`src/rtl/hazard_stall_unit.sv`:
```
// ---------------------------------------------------------------------------
// hazard_stall_unit
//
// Pipeline interlock for a classic 5-stage in-order core with branches
// resolved in ID. It detects data hazards seen by the instruction in IF/ID,
// inserts 1 or 2 bubble cycles, and freezes the whole pipe while a data
// memory access is outstanding.
//
// Ports
//   clk, rst_n                     clock, async active-low reset
//   id_rs, id_rt, id_uses_rt       IF/ID source registers
//   id_branch, branch_taken        IF/ID branch and its ID-stage outcome
//   id_ex_memread, id_ex_regwrite  ID/EX control
//   id_ex_wreg                     ID/EX destination register
//   ex_mem_memread, ex_mem_memwrite, ex_mem_wreg   EX/MEM control/dest
//   dmem_ack                       data memory done (single-cycle pulse)
//   pc_write, if_id_write          front-end load enables
//   id_ex_bubble                   zero ID/EX control (insert nop)
//   pipe_freeze                    hold every pipeline register
//   if_id_flush                    squash IF/ID on a taken branch
//   dmem_req                       data memory request
//   stall_cycles                   saturating count of stall/freeze cycles
// ---------------------------------------------------------------------------
module hazard_stall_unit #(
  parameter int CNT_W = 16
) (
  input  logic             clk,
  input  logic             rst_n,
  input  logic [4:0]       id_rs,
  input  logic [4:0]       id_rt,
  input  logic             id_uses_rt,
  input  logic             id_branch,
  input  logic             branch_taken,
  input  logic             id_ex_memread,
  input  logic             id_ex_regwrite,
  input  logic [4:0]       id_ex_wreg,
  input  logic             ex_mem_memread,
  input  logic             ex_mem_memwrite,
  input  logic [4:0]       ex_mem_wreg,
  input  logic             dmem_ack,
  output logic             pc_write,
  output logic             if_id_write,
  output logic             id_ex_bubble,
  output logic             pipe_freeze,
  output logic             if_id_flush,
  output logic             dmem_req,
  output logic [CNT_W-1:0] stall_cycles
);

  typedef enum logic [1:0] {
    IDLE    = 2'd0,
    STALL   = 2'd1,
    MEMWAIT = 2'd2
  } state_e;

  state_e           state_q, state_d;
  state_e           sv_state_q, sv_state_d;   // state to resume after MEMWAIT
  logic [1:0]       rem_q, rem_d;
  logic [1:0]       sv_rem_q, sv_rem_d;       // rem to resume after MEMWAIT
  logic [CNT_W-1:0] stall_cycles_q, stall_cycles_d;

  // -------------------------------------------------------------------------
  // Hazard detection (register 0 never creates a dependency)
  // -------------------------------------------------------------------------
  logic       ex_nz, mem_nz;
  logic       rs_ex, rt_ex, rs_mem, rt_mem;
  logic       load_use, br_ex, br_mem;
  logic [1:0] haz_n;
  logic       mem_access;

  always_comb begin
    ex_nz    = (id_ex_wreg  != 5'd0);
    mem_nz   = (ex_mem_wreg != 5'd0);
    rs_ex    = ex_nz  & (id_ex_wreg  == id_rs);
    rt_ex    = ex_nz  & (id_ex_wreg  == id_rt);
    rs_mem   = mem_nz & (ex_mem_wreg == id_rs);
    rt_mem   = mem_nz & (ex_mem_wreg == id_rt);

    load_use = id_ex_memread & (rs_ex | (id_uses_rt & rt_ex));
    // A branch compares in ID, so it needs any producer in EX retired;
    // a load in EX costs one more cycle than an ALU producer.
    br_ex    = id_branch & id_ex_regwrite & (rs_ex | rt_ex);
    br_mem   = id_branch & ex_mem_memread & (rs_mem | rt_mem);

    // Largest applicable stall length wins.
    if (br_ex & id_ex_memread)           haz_n = 2'd2;
    else if (load_use | br_ex | br_mem)  haz_n = 2'd1;
    else                                 haz_n = 2'd0;

    mem_access = ex_mem_memread | ex_mem_memwrite;
  end

  // -------------------------------------------------------------------------
  // Stall / freeze FSM
  // -------------------------------------------------------------------------
  logic stall, freeze, req;

  always_comb begin
    state_d    = state_q;
    rem_d      = rem_q;
    sv_state_d = sv_state_q;
    sv_rem_d   = sv_rem_q;
    stall      = 1'b0;
    freeze     = 1'b0;
    req        = 1'b0;

    unique case (state_q)
      IDLE, STALL: begin
        req = mem_access;
        if (mem_access & ~dmem_ack) begin
          // Freeze wins over any stall: park the stall context and wait.
          freeze     = 1'b1;
          sv_state_d = state_q;
          sv_rem_d   = rem_q;
          state_d    = MEMWAIT;
        end else if (state_q == STALL) begin
          // Stall already committed; hazards are not re-evaluated here.
          stall = 1'b1;
          if (rem_q <= 2'd1) begin
            rem_d   = 2'd0;
            state_d = IDLE;
          end else begin
            rem_d   = rem_q - 2'd1;
          end
        end else if (haz_n != 2'd0) begin
          // First stall cycle is issued combinationally in IDLE.
          stall   = 1'b1;
          rem_d   = haz_n - 2'd1;
          state_d = (haz_n == 2'd2) ? STALL : IDLE;
        end
      end

      MEMWAIT: begin
        req = 1'b1;
        if (dmem_ack) begin
          state_d    = sv_state_q;
          rem_d      = sv_rem_q;
          sv_state_d = IDLE;
          sv_rem_d   = 2'd0;
        end else begin
          freeze = 1'b1;
        end
      end

      default: begin
        state_d = IDLE;
        rem_d   = 2'd0;
      end
    endcase
  end

  // -------------------------------------------------------------------------
  // Outputs; reset forces the idle output values even though the FSM
  // outputs are partly combinational on the inputs.
  // -------------------------------------------------------------------------
  logic stall_o, freeze_o;

  always_comb begin
    stall_o      = stall  & rst_n;
    freeze_o     = freeze & rst_n;
    pc_write     = ~(stall_o | freeze_o);
    if_id_write  = ~(stall_o | freeze_o);
    id_ex_bubble = stall_o & ~freeze_o;
    pipe_freeze  = freeze_o;
    if_id_flush  = rst_n & id_branch & branch_taken & ~stall_o & ~freeze_o;
    dmem_req     = req & rst_n;
    stall_cycles = stall_cycles_q;
  end

  // Saturating event counter.
  always_comb begin
    stall_cycles_d = stall_cycles_q;
    if ((stall_o | freeze_o) && !(&stall_cycles_q))
      stall_cycles_d = stall_cycles_q + {{(CNT_W-1){1'b0}}, 1'b1};
  end

  always_ff @(posedge clk or negedge rst_n) begin
    if (!rst_n) begin
      state_q        <= IDLE;
      rem_q          <= 2'd0;
      sv_state_q     <= IDLE;
      sv_rem_q       <= 2'd0;
      stall_cycles_q <= '0;
    end else begin
      state_q        <= state_d;
      rem_q          <= rem_d;
      sv_state_q     <= sv_state_d;
      sv_rem_q       <= sv_rem_d;
      stall_cycles_q <= stall_cycles_d;
    end
  end

endmodule

```
`config.mk`:
```
export PLATFORM = sky130hd
export DESIGN_NAME = hazard_stall_unit
export DESIGN_NICKNAME = d
export VERILOG_FILES = /design/src/rtl/hazard_stall_unit.sv
export SDC_FILE = /design/constraint.sdc
export NUM_CORES = 1
export LEC_CHECK = 0
export CELL_PAD_IN_SITES_DETAIL_PLACEMENT = 1
export CELL_PAD_IN_SITES_GLOBAL_PLACEMENT = 2
export CORE_UTILIZATION = 24
export CTS_CLUSTER_SIZE = 28
export DETAILED_ROUTE_END_ITERATION = 16
export PLACE_DENSITY_LB_ADDON = 0.1
export SYNTH_ARGS = -nofsm -noshare
export SYNTH_HDL_FRONTEND = slang
export SYNTH_SLANG_ARGS = --single-unit
export TNS_END_PERCENT = 20
```
`constraint.sdc`:
```
create_clock -name clk -period 3.4 [get_ports clk]
set_input_delay 1.02 -clock clk [delete_from_list [all_inputs] [get_ports clk]]
set_output_delay 1.02 -clock clk [all_outputs]
set_load 0.005 [all_outputs]
```
==> results.yml <==
route:
  drc_errors: 11
  firstDrtPassIters: 10
  routed_via_density: 4.77
  wirelength_um: 5370
  drt_iter0_drc: 43
  detail_route.wl_per_cell_um: 15.8
  final_antenna_net_count: 0
  via_count: 1622
synth:
  synth_top_family_by_area: "simple AND/OR/NAND/NOR gates"
  synth-xor-area-share: 0.179
  syn_nets: 203
  synthAdderAreaFrac: 0.00777
  synth_area_um2: 1610
  synthArstFlopShare: 1.00
  avgSynthCellArea_um2: 9.36
  synth_seq_cells: 24
  yosys.area_share.simple: 0.232
  synth_ff_type: "dfrtp_1"
  synth.area.mux_share: 0.0210
  ys_warn_count: 0
  synth_compound_area_frac: 0.150
  synthCells: 172
  yosysSeqAreaShare: 0.373
  synth_edf_count: 0
  synthDistinctLibCells: 46
worst_setup_path:
  crit_type: "in -> out"
  r2r-start: "state_q[0]$_DFFE_PN0P_"
  crit_start: "ex_mem_wreg[3]"
  cp_max_fo: 2
  arrival_ns: 2.45
  endpoint_kind: "output pin"
  cp.required_ns: 2.38
  critPathLaunchType: "input port"
timing:
  max_slew.worst_pin.slew_ns: 0.650
  period_minus_slack_ns: 3.47
  finalHoldViolCount: 0
  finClkSkew_ns: 0.0101
  worst_slack_ns: -0.0724
  maxSlewViolCount: 0
  slew_headroom: 0.564
  timing.fmax_mhz: 288
  hold_ws_ns: 0.491
  fin_crit_sh: 1.02
  final-setup-viol-count: 4
  rsz0062_at_grt: "true"
clock_network:
  htreeDepth: 1
  insertion_delay_ns: 0.26
  clockRootBuffer: "clkbuf_8"
  clk_pin_slew_ns: 0.08
  cts_made_buffers: 3
  cts_sinks: 24
  cts_tree: "built"
  cts_buffer_depth: 2
run:
  timing.max_cap.violations: 0
pwr:
  p_leak_nw: 1.18
  ir_drop_uv: 361
  p_per_area_nw_per_um2: 351
run_status:
  violations: "design-rule violations, negative setup slack"
  outcome: "finished with violations"
global_route:
  grt_max_degree: 15
  grt_pass1_wl_um: 8980
  grtUsageTotal: 0.159
  gr-total-overflow: 0
  use_met2: 0.294
  top_usage_layer: "met2"
  grt_pass1_vias: 1804
  use_met3: 0.0257
  use_met1: 0.196
  antenna_found_initial: 0
floorplan:
  ios: 52
  row_count: 29
  fp.dieW_um: 83.9
  core_um2: 6420
  die_area_um2: 7040
  die_h_um: 83.9
  start_util: 0.251
final_layout:
  mostFrequentLayoutCells: "buf_4, dfrtp_1, xnor2_1, clkdlybuf4s50_1, nand2_1"
  fillers: 734
  drive_gt1_frac: 0.388
  syn2layout_area_growth_pct: 63.6
  n_antenna_cell: 0
  stdcell_count: 340
  fin_nets: 295
  final_common_cell: "buf_4"
placement:
  globalplace.congestion: 0.808
  port-buffer-count: 51
  dp_cells: 328
  dp_hpwl_um: 4070
worst_hold_path:
  hold_path.class: "reg -> reg"
  hold_start: "sv_state_q[1]$_DFFE_PN0P_"
-- cell type report --
| type | count | area, um^2 | share of cell area |
|---|---|---|---|
| Inverter | 4 | 15.0 | 0.00570 |
| Timing Repair Buffer | 94 | 764 | 0.290 |
| Sequential cell | 24 | 601 | 0.228 |
| Clock buffer | 4 | 55.1 | 0.0209 |
| Tap cell | 77 | 96.3 | 0.0366 |
| Multi-Input combinational cell | 137 | 1100 | 0.419 |
-- power breakdown --
| group | total [mW] | switching (mW) | internal [mW] |
|---|---|---|---|
| Clock | 0.192 | 0.0885 | 0.103 |
| Sequential | 0.391 | 0.0619 | 0.329 |
| Combinational | 0.344 | 0.149 | 0.194 |
| Total | 0.926 | 0.300 | 0.627 |
-- cell families (layout without fill, tap and decap cells) --
group | count (synthesis) | count (layout)
AND/OR/NAND/NOR | 69 | 69
AO/OA/AOI/OAI | 31 | 31
flip-flops | 24 | 24
adder cells (fa/ha/maj) | 1 | 1
XOR/XNOR | 33 | 33
buffers and inverters | 11 | 102
multiplexers | 3 | 3
-- metal layers --
| metal | vias up | share of wire |
|---|---|---|
| li1 | 794 | - |
| met1 | 790 | 0.46 |
| met2 | 36 | 0.50 |
| met3 | 2 | 0.037 |
| met4 | 0 | 0.0032 |
| met5 | - | 0 |
-- stage by stage --
step	utilization	setup TNS (ns)	power [mW]	area, um^2	setup slack (ns)
global placement	0.381	-4.02	0.715	2450	-0.942
CTS	0.408	-0.333	0.935	2620	-0.127
floorplan	-	0	0.538	1610	0.00639
finish	0.410	-0.176	0.926	2640	-0.0724
global route	0.410	-0.418	0.995	2640	-0.143
detailed placement	0.381	-4.37	0.727	2450	-1.07
-- synth_stat cells, types with 2 or more instances --
| library cell | number | area share |
|---|---|---|
| a21o_1 | 3 | 0.014 |
| a21oi_1 | 2 | 0.0062 |
| a22o_1 | 2 | 0.011 |
| a22oi_1 | 2 | 0.0093 |
| a31oi_1 | 2 | 0.0078 |
| and2_1 | 3 | 0.012 |
| and3_1 | 3 | 0.012 |
| buf_6 | 2 | 0.014 |
| clkbuf_1 | 4 | 0.0093 |
| dfrtp_1 | 24 | 0.37 |
| inv_1 | 4 | 0.0093 |
| mux2_2 | 3 | 0.021 |
| nand2_1 | 15 | 0.035 |
| nand2b_1 | 3 | 0.012 |
| nand3_1 | 9 | 0.028 |
| nand4_1 | 10 | 0.039 |
| nor2_1 | 8 | 0.019 |
| nor2b_1 | 2 | 0.0078 |
| nor3_1 | 8 | 0.025 |
| o21ai_0 | 5 | 0.016 |
| o22ai_1 | 2 | 0.0078 |
| xnor2_1 | 29 | 0.16 |
| xor2_1 | 4 | 0.022 |
-- worst max-delay path: stages --
cell and delay, ns:
buf_6 0.09, or4_4 0.54, o2111ai_4 0.23, nand2_2 0.09
o21a_1 0.20, and2_1 0.15, buf_2 0.12
-- worst paths after layout --
kind	slack, ns	cells past startpoint	to
setup / recovery	-0.07	7	id_ex_bubble
hold / removal	0.49	1	sv_state_q[1]$_DFFE_PN0P_
setup reg to reg	1.17	8	stall_cycles[1]$_DFFE_PN0P_
hold reg to reg	0.49	1	sv_state_q[1]$_DFFE_PN0P_
max in group asynchronous	2.01	3	stall_cycles[0]$_DFFE_PN0P_
min in group asynchronous	1.17	3	stall_cycles[2]$_DFFE_PN0P_
-- sequential cells by signal (all words and copies together), names as in the netlist --
register and cells:
rem_q 2, stall_cycles 16, state_q 2, sv_rem_q 2, sv_state_q 2
-- timing repair --
item / 4_1_cts / 5_1_grt
endpoints found under the setup margin: 6 / 5
pin swaps: 22 / 18
buffers inserted: 5 / 3
resized for setup: 96 / 26
hold buffers: 0 / 0
No activity file was read; power rests on OpenSTA's default activity.
